**src/rtl/dmem_access_ctrl.sv**
```systemverilog
// Multi-cycle data-memory access controller: turns single-cycle MemRead/MemWrite into issue/wait/response with pipeline stall.
// Optional macro ALIGN_CHECK_EN rejects odd addresses with an err pulse instead of issuing an access.
module dmem_access_ctrl #(
    parameter int MEM_LAT = 4,
    parameter int CNT_W   = 3
) (
    input  logic        clk,
    input  logic        rst,
    input  logic        req_rd,
    input  logic        req_wr,
    input  logic [15:0] addr,
    input  logic [15:0] wdata,
    output logic        stall,
    output logic        done,
    output logic [15:0] rdata,
    output logic        err,
    output logic        mem_rd,
    output logic        mem_wr,
    output logic [15:0] mem_addr,
    output logic [15:0] mem_wdata,
    input  logic [15:0] mem_rdata,
    output logic [1:0]  dbg_state
);

    typedef enum logic [1:0] {
        S_IDLE  = 2'd0,
        S_ISSUE = 2'd1,
        S_WAIT  = 2'd2,
        S_RESP  = 2'd3
    } state_t;

    state_t             r_state;
    state_t             w_next;
    logic [CNT_W-1:0]   r_cnt;
    logic               r_is_wr;
    logic [15:0]        r_mem_addr;
    logic [15:0]        r_mem_wdata;
    logic [15:0]        r_rdata;
    logic               w_accept;
    logic               w_req_err;

    // Handshake: a request is taken only in IDLE; stall stays high from that cycle
    // until RESP, where done pulses and the pipeline advances at the end of the cycle.
`ifdef ALIGN_CHECK_EN
    assign w_accept  = (req_rd ^ req_wr) & ~addr[0];
    assign w_req_err = (req_rd & req_wr) | ((req_rd | req_wr) & addr[0]);
`else
    assign w_accept  = req_rd ^ req_wr;
    assign w_req_err = req_rd & req_wr;
`endif

    always_ff @(posedge clk or negedge rst) begin
        if (!rst) begin
            r_state <= S_IDLE;
        end else begin
            r_state <= w_next;
        end
    end

    always_comb begin
        w_next = r_state;
        stall  = 1'b0;
        done   = 1'b0;
        err    = 1'b0;
        mem_rd = 1'b0;
        mem_wr = 1'b0;
        case (r_state)
            S_IDLE: begin
                if (w_accept) begin
                    stall  = 1'b1;
                    w_next = S_ISSUE;
                end else if (w_req_err) begin
                    err = 1'b1;
                end
            end
            S_ISSUE: begin
                stall  = 1'b1;
                mem_rd = ~r_is_wr;
                mem_wr = r_is_wr;
                w_next = S_WAIT;
            end
            S_WAIT: begin
                stall = 1'b1;
                if (r_cnt == CNT_W'(1)) begin
                    w_next = S_RESP;
                end
            end
            S_RESP: begin
                done   = 1'b1;
                w_next = S_IDLE;
            end
            default: w_next = S_IDLE;
        endcase
    end

    always_ff @(posedge clk or negedge rst) begin
        if (!rst) begin
            r_cnt       <= '0;
            r_is_wr     <= 1'b0;
            r_mem_addr  <= '0;
            r_mem_wdata <= '0;
            r_rdata     <= '0;
        end else begin
            case (r_state)
                S_IDLE: begin
                    if (w_accept) begin
                        r_is_wr     <= req_wr;
                        r_mem_addr  <= addr;
                        r_mem_wdata <= wdata;
                    end
                end
                S_ISSUE: r_cnt <= CNT_W'(MEM_LAT);
                S_WAIT: begin
                    r_cnt <= r_cnt - CNT_W'(1);
                    // Read data is valid exactly in the last wait cycle.
                    if (r_cnt == CNT_W'(1) && !r_is_wr) begin
                        r_rdata <= mem_rdata;
                    end
                end
                default: r_cnt <= '0;
            endcase
        end
    end

    assign rdata     = r_rdata;
    assign mem_addr  = r_mem_addr;
    assign mem_wdata = r_mem_wdata;
    assign dbg_state = r_state;

endmodule

```
**config.mk**
```make
export PLATFORM = sky130hd
export DESIGN_NAME = dmem_access_ctrl
export DESIGN_NICKNAME = d
export VERILOG_FILES = /design/src/rtl/dmem_access_ctrl.sv
export SDC_FILE = /design/constraint.sdc
export NUM_CORES = 1
export LEC_CHECK = 0
export ABC_AREA = 1
export BUFFER_PORTS_ARGS = -buffer_cell sky130_fd_sc_hd__buf_4
export CORE_MARGIN = 3
export CORE_UTILIZATION = 50
export DETAILED_ROUTE_END_ITERATION = 6
export GPL_TIMING_DRIVEN = 0
export PLACE_DENSITY = 0.84
export SLEW_MARGIN = 5
export SYNTH_ARGS = -nofsm -noshare
export SYNTH_HDL_FRONTEND = slang
export SYNTH_SLANG_ARGS = --single-unit
```
**constraint.sdc**
```tcl
create_clock -name clk -period 3.9 [get_ports clk]
set_input_delay 0 -clock clk [delete_from_list [all_inputs] [get_ports clk]]
set_output_delay 0 -clock clk [all_outputs]
set_load 0.1 [all_outputs]
```
# Yosys cells after proc, flatten, opt, wreduce, memory -nomap -nowiden
# Cells that the tools add are included.
[classes]
n_addsub = 1
eq_ne = 6
n_mux = 12
bitwise_logic = 3
reduce_logical = 7
[ops]
columns = ["cell", "count"]
rows = [
  ["$pmux 3 s3", 1],
  ["$pmux 2 s4", 1],
  ["$mux 1", 7],
  ["$reduce_and 2->1", 3],
  ["$eq 2x2->1 const B", 2],
  ["$mux 2", 2],
  ["$ne 2x2->1 const B", 2],
  ["$eq 3x1->1 const B", 1],
  ["$sub 3x1->3 const B", 1],
  ["$eq 2x1->1 const B", 1],
  ["$logic_not 2->1", 1],
  ["$pmux 1 s2", 1],
  ["$reduce_or 2->1", 1],
  ["$and 1x1->1", 1],
  ["$logic_and 1x1->1", 1],
  ["$logic_not 1->1", 1],
  ["$not 1->1", 1],
  ["$xor 1x1->1", 1],
]
[totals]
reg_bits = 54
inputBits = 52
output_inout_bits = 55
elab_cells = 35

# Logic depth before layout (Yosys ltp)
# Gate-level depths: netlist (run 1).
[depth]
ltp_word = 4
depth_mapped = 8
depth_no_buf = 8

# Worst setup path before layout (run 1)
# OpenSTA, ideal clock, no wires.
[synth_timing]
path_type = "register to output"
from = "register r_state[0] (netlist: dbg_state[0])"
to = "output port stall"
arrival_time_ns = 3.147
required_ns = 3.900
slack_ns = 0.753
stages_incl_launch_ff = 3
path_buffers = 0
path_cell_list = "dfrtp_1 -> ha_1 -> a21oi_1"
[synth_between]
elab_chain_cells = 3
elab_cells_between_ends = 5
classes_between = "2 x eq/ne; 1 x mux; 2 x reduce/logical"
[synth_rtl]
columns = ["item", "line_no", "rtl"]
rows = [
  ["from (decl)", "32", "state_t r_state;"],
  ["from (signal assigned)", "56", "r_state <= w_next;"],
  ["$eq 2x2->1 or $eq 2x1->1 (tied branches)", "67", "case (r_state)"],
  ["$reduce_or 2->1 (no line)", "-", ""],
  ["$pmux 1 s2 *", "67", ""],
  ["to (decl)", "13", "output logic stall,"],
]
# Every way passes the cells marked *; elsewhere a longest branch is shown, timed or not.

# Worst setup path after layout (run 1)
# Same ends and word-level chain as after synthesis.

==> results of run 1 <==
## path summary, 6_finish.rpt
path	endpoint	slack, ns	cells after the start	startpoint
min in group asynchronous	dbg_state[0]	0.28	2	rst
min reg2reg	mem_wdata[9]	0.48	2	mem_wdata[9]
max in group asynchronous	mem_wdata[8]	3.18	2	rst
max	stall	1.78	7	dbg_state[0]
min	mem_wdata[2]	0.27	5	req_rd
max reg2reg	mem_addr[6]	2.23	6	dbg_state[0]
## synth_stat cells, drive strengths merged
master | count | share of area
o22ai | 1 | 0.0026
clkbuf | 5 | 0.012
nand3 | 51 | 0.11
buf | 9 | 0.024
inv | 14 | 0.022
dfrtp | 54 | 0.57
ha | 9 | 0.048
a21oi | 2 | 0.0042
nor2 | 3 | 0.012
o21ai | 2 | 0.0042
nand2 | 118 | 0.19
or2 | 1 | 0.0026
## state kept, by name, indices dropped and copies added (netlist names)
register / count
mem_wdata: 16
mem_addr: 16
dbg_state: 2
r_cnt: 3
r_is_wr: 1
rdata: 16
## cells in the final DEF (no fill, tap or decap)
cell / count
clkinvlp_4: 2
bufinv_16: 1
buf_4: 106
dfrtp_1: 54
nand2_1: 117
a21oi_1: 2
inv_1: 11
o22ai_1: 1
ha_1: 9
nand2_4: 1
clkbuf_1: 4
nor2_8: 1
clkbuf_8: 6
dlygate4sd3_1: 50
or2_2: 1
buf_2: 7
buf_6: 2
nand3_1: 51
nor2_1: 2
inv_2: 3
o21ai_0: 2
## worst register-to-register path, delay by kind of cell, from the launching register on
family	cells	cell delay [ns]
adder cells (fa/ha/maj)	1	0.15
buffers and inverters	3	0.72
flip-flops	1	0.44
AND/OR/NAND/NOR	2	0.30
## cell type report
cell class                 instances  area [sq um]  share of cell area
sequential                        54          1351              0.3516
multi-input combinational        187         878.3              0.2285
clock buffer                       5         68.82             0.01790
timing repair buffer             156          1296              0.3372
clock inverter                     3         45.04             0.01172
buffer                            14         86.33             0.02246
tap                               52         65.06             0.01693
inverter                          14         52.55             0.01367
## logic make-up (layout without fill, tap and decap cells)
kind of cell	Yosys count	in the layout
buf+inv	28	192
fa+ha+maj	9	9
simple gates	173	173
compound gates	5	5
flops	54	54
## metal layers
| layer | vias up | global-route usage |
|---|---|---|
| met5 | - | 0 |
| met4 | 0 | 0.1245 |
| met3 | 30 | 0.08678 |
| met2 | 122 | 0.4584 |
| met1 | 1151 | 0.3121 |
| li1 | 1169 | - |
## metrics by stage
stage / hold WS [ns] / util
2_1_floorplan: -0.2956 / -
3_3_place_gp: 0.08064 / 0.7218
3_5_place_dp: 0.08162 / 0.7218
4_1_cts: 0.2566 / 0.8591
5_1_grt: 0.2886 / 0.8591
6_report: 0.2662 / 0.8591
==> results.md, run 1 <==
* Min cycle time layout at 2.121 ns
* HPWL after DPL at 4296 um
* Number of DRC markers after the initial detailed-route iteration at 151
* Flops & latches, synth at 54
* CTS Root Cell: clkbuf_8
* Yosys warning count at 0
* Hold Fails Final Rpt at 0
* Critical-path top delay cell: dfrtp_1
* Arr. time, crit path at 2.12 ns
* Main combinational cell family by area after synthesis: simple AND/OR/NAND/NOR gates
* Unrepaired setup endpoints after global routing: no
* Die Wd at 74.83 um
* Post-route ant nets at 0
* Area Overhead vs Synth at 62.28%
* Post-CTS setup repair buffer count at 0
* CTS H-tree lvls at 2
* XOR/XNOR Fraction of Synth Area at 0
* CP Cell Sequence: inv_1 > ha_1 > buf_2 > nand2_1 > buf_2 > a21oi_1 > buf_4
* Worst setup EP type: primary output
* First-pass GRT wire length at 11500 um
* I/O Buffers at 106
* Bufs on Longest Clock Path at 2
* Dpl cells at 427
* Final setup fails at 0
* Maximum clock rate at 471.5 MHz
* Non-Filler Instances at 485
* Fin area at 3844 sq um
* Via count at 2472
* Synth Area in Compound Gates at 0.01109
* WS Path Type: flip-flop to primary output
* CTS Sinks at 54
* Final worst slack at 1.779 ns
* Slew @ Worst Pin at 0.6627 ns
* Vias in the first global route at 2544
* Fin nets at 493
* Met2 WL at 3707 um
* Wire per inst at 15.38 um
* Buf/Inv on CP at 4
* Grt total ovfl at 0
* Post-Place Setup Slack at 2.128 ns
* Top Metal Used: met4
* Adder-Cell Fraction of Synth Area at 0.04754
* Layout cells sized above 1 at 0.3002
* Placed cell area at 3229 sq um
* Ant diodes at 0
* Synthesized instance count at 269
* Final Cycle Share at 0.5438
* Fillers at 245
* Initial antenna violation count at 0
* DRC Markers at 0
* Hold buffer count at CTS at 50
* CTS clk-pin slew, worst paths at 0.10 ns
* Setup TNS Final at 0 ns
* Core area at 4474 sq um
* Clock skew at 0.008010 ns
* Syn_area_per_cell at 8.805 sq um
* Drt total wl at 7461 um
* Full die area at 5599 sq um
* Gates resized, CTS repair at 0
* Synthesized Nets at 330
* Critical Path Max Stage Delay at 0.44 ns
* Status: complete, no violations
* Critical path peak fanout at 10
* Mux cell area share after synthesis at 0
* Met3 WL at 634 um
* WL met1 at 2886 um
* Startpoint Class: flip-flop
* Via/cell ratio at 5.097
* CTS tree: built
* Worst path required time at 3.90 ns
* Distinct cell type count after synthesis at 17
* Delay-heaviest family, CP: buffers and inverters
* IO Count at 107
* Post-synthesis simple-gate area fraction at 0.3122
* Most used cell, CP: buf_2
* Max-cap viol count at 0
* Worst skew pair latency at 0.31 ns
* Chip height at 74.83 um
* Cts bufs inserted at 5
* Initial Util at 0.5294
* Min-Delay Path Class: input pin to flip-flop
* Slew Limit Fails at 0
* Gpl congestion at 0.7969
* Area of the mapped netlist at 2369 sq um
* Rows at 24
* Gr usage total at 0.2708
* Largest net degree at the start of global routing at 55
* Sequential fraction of the synthesis area at 0.5705
* DRT Pass-1 Iters at 4
* Slew Limit Headroom at 0.5582
Power of run 1 is left out: the tool's default activity adds up to more than one toggle a clock period on the data nets, which glitch-free logic cannot reach.
==> run 2, diff against run 1 <==
- CORE_UTILIZATION: 50 -> 47
- PLACE_DENSITY: 0.84 -> 0.8
- clock period: 3.9 -> 2.1 ns (I/O delays scaled with it)
==> results.md, run 2 (same netlist as run 1, synthesis figures left out) <==
* Status: complete, no violations
* DRT Pass-1 Iters at 4 (unchanged)
* Fin nets at 493 (unchanged)
* CP Depth at 7 (unchanged)
* Worst path required time at 2.10 ns (-1.80 ns)
* Gpl congestion at 0.7565 (-5.1%)
* Final Cycle Share at 0.9270
* Final setup fails at 0 (unchanged)
* Vias in the first global route at 2421 (-4.8%)
* Slew Limit Fails at 0 (unchanged)
* Number of DRC markers after the initial detailed-route iteration at 138 (-8.6%)
* Most frequent cells in the layout: nand2_1, buf_4, dfrtp_1, nand3_1, dlygate4sd3_1
* Buf/Inv on CP at 4 (unchanged)
* Area Overhead vs Synth at 64.39%
* Chip height at 76.99 um (+2.9%)
* IO Count at 107 (unchanged)
* Worst setup EP type: primary output
* HPWL after DPL at 4273 um (-0.54%)
* Die Wd at 76.99 um (+2.9%)
* Maximum clock rate at 513.7 MHz
* Via count at 2451 (-0.85%)
* DRC Markers at 0 (unchanged)
* Slew @ Worst Pin at 0.6647 ns (+0.001913 ns)
* Ant diodes at 0 (unchanged)
* Most common cell after layout, fill and taps aside: nand2_1
* I/O Buffers at 106 (unchanged)
* Hold path cells at 5 (unchanged)
* Unrepaired setup endpoints after global routing: no
* Setup TNS Final at 0 ns (unchanged)
* Layout cells sized above 1 at 0.3118 (+0.01155)
* Clock skew at 0.009404 ns (+0.001394 ns)
* Gr usage total at 0.2482 (-0.02265)
* WS Path Type: flip-flop to primary output
* Cts bufs inserted at 5 (unchanged)
* Min cycle time layout at 1.947 ns
* CTS tree: built
* Arr. time, crit path at 1.95 ns (-0.17 ns)
* Critical path peak fanout at 10 (unchanged)
* First-pass GRT wire length at 11610 um (+1.0%)
* CTS clk-pin slew, worst paths at 0.10 ns (about the same)
* Drt total wl at 7103 um (-4.8%)
* Full die area at 5927 sq um (+5.9%)
* CP Cell Sequence: inv_1 > ha_1 > clkbuf_4 > nand2_2 > buf_2 > a21oi_4 > buf_8
* Post-route ant nets at 0 (unchanged)
* CTS Root Cell: clkbuf_8
* Initial antenna violation count at 0 (unchanged)
* Startpoint Class: flip-flop
* Largest net degree at the start of global routing at 55 (unchanged)
* Grt total ovfl at 0 (unchanged)
* Via/cell ratio at 4.902 (-3.8%)
* Worst reg2reg path depth at 6 (unchanged)
* Critical Path Max Stage Delay at 0.44 ns (about the same)
* CTS H-tree lvls at 2 (unchanged)
* Wire per inst at 14.21 um (-7.7%)
* Bufs on Longest Clock Path at 2 (unchanged)
* Initial Util at 0.4949 (-0.03446)
* Min-Delay Path Class: input pin to flip-flop
* Worst skew pair latency at 0.31 ns (about the same)
* Hold Fails Final Rpt at 0 (unchanged)
* Core area at 4786 sq um (+7.0%)
* Max-cap viol count at 0 (unchanged)
* Delay-heaviest family, CP: buffers and inverters
* CTS Sinks at 54 (unchanged)
* Rows at 25 (+4.2%)
* Critical-path top delay cell: dfrtp_2
* Slew Limit Headroom at 0.5569 (-0.001275)
==> run 2: cell count changes in the layout (fill, tap and decap cells not counted), sizes merged <==
cell | previous run | this run
buf | 115 | 113
inv | 14 | 13
clkbuf | 10 | 13
==> run 2: path summary, 6_finish.rpt <==
kind,slack [ns],end,from
max,0.15,stall,dbg_state[0]
min,0.28,mem_wdata[3],req_rd
max reg2reg,0.42,mem_addr[3],dbg_state[0]
min reg2reg,0.48,rdata[4],rdata[4]
max in group asynchronous,1.34,dbg_state[1],rst
min in group asynchronous,0.29,mem_addr[3],rst
==> run 2: metal layers <==
| metal | vias to the layer above | track usage | part of all wire |
|---|---|---|---|
| li1 | 1171 | - | - |
| met1 | 1126 | 0.2953 | 0.40 |
| met2 | 132 | 0.4172 | 0.48 |
| met3 | 22 | 0.07629 | 0.084 |
| met4 | 0 | 0.1032 | 0.031 |
| met5 | - | 0 | 0 |
==> run 2: repair_timing <==
action                                  in CTS  in global routing
resized for setup                            1                  4
hold buffers                                50                  0
endpoints found under the setup margin       1                  2
buffers inserted                             0                  0
endpoints found under the hold margin      103                  0
pin swaps                                    0                  0
==> run 2: worst min-delay path, cell delays in order <==
cell and delay, ns:
buf_4 0.08, ha_1 0.13, buf_2 0.20, nand3_1 0.09
nand2_1 0.06
==> run 2: per-stage QoR <==
| step | setup slack (ns) | std cells | cell area (sq um) | utilization | hold WS, ns |
|---|---|---|---|---|---|
| after floorplan | 0.09345 | 269 | 2389 | - | -0.2956 |
| after global placement | 0.3680 | 442 | 3268 | 0.6829 | 0.07988 |
| after detailed placement | 0.3436 | 442 | 3268 | 0.6829 | 0.08245 |
| after CTS | 0.03335 | 500 | 3882 | 0.8112 | 0.2699 |
| after global routing | 0.02691 | 500 | 3894 | 0.8136 | 0.2969 |
| final | 0.1532 | 500 | 3894 | 0.8136 | 0.2752 |
==> run 2: area by class of cell <==
type | instances | area (sq um)
inverter | 14 | 56.30
tap | 67 | 83.83
sequential | 54 | 1354
clock inverter | 2 | 37.54
timing repair buffer | 156 | 1304
multi-input combinational | 187 | 894.6
fill | 283 | 892.1
buffer | 14 | 91.34
clock buffer | 6 | 72.57
Power of run 2 is left out for the same reason.
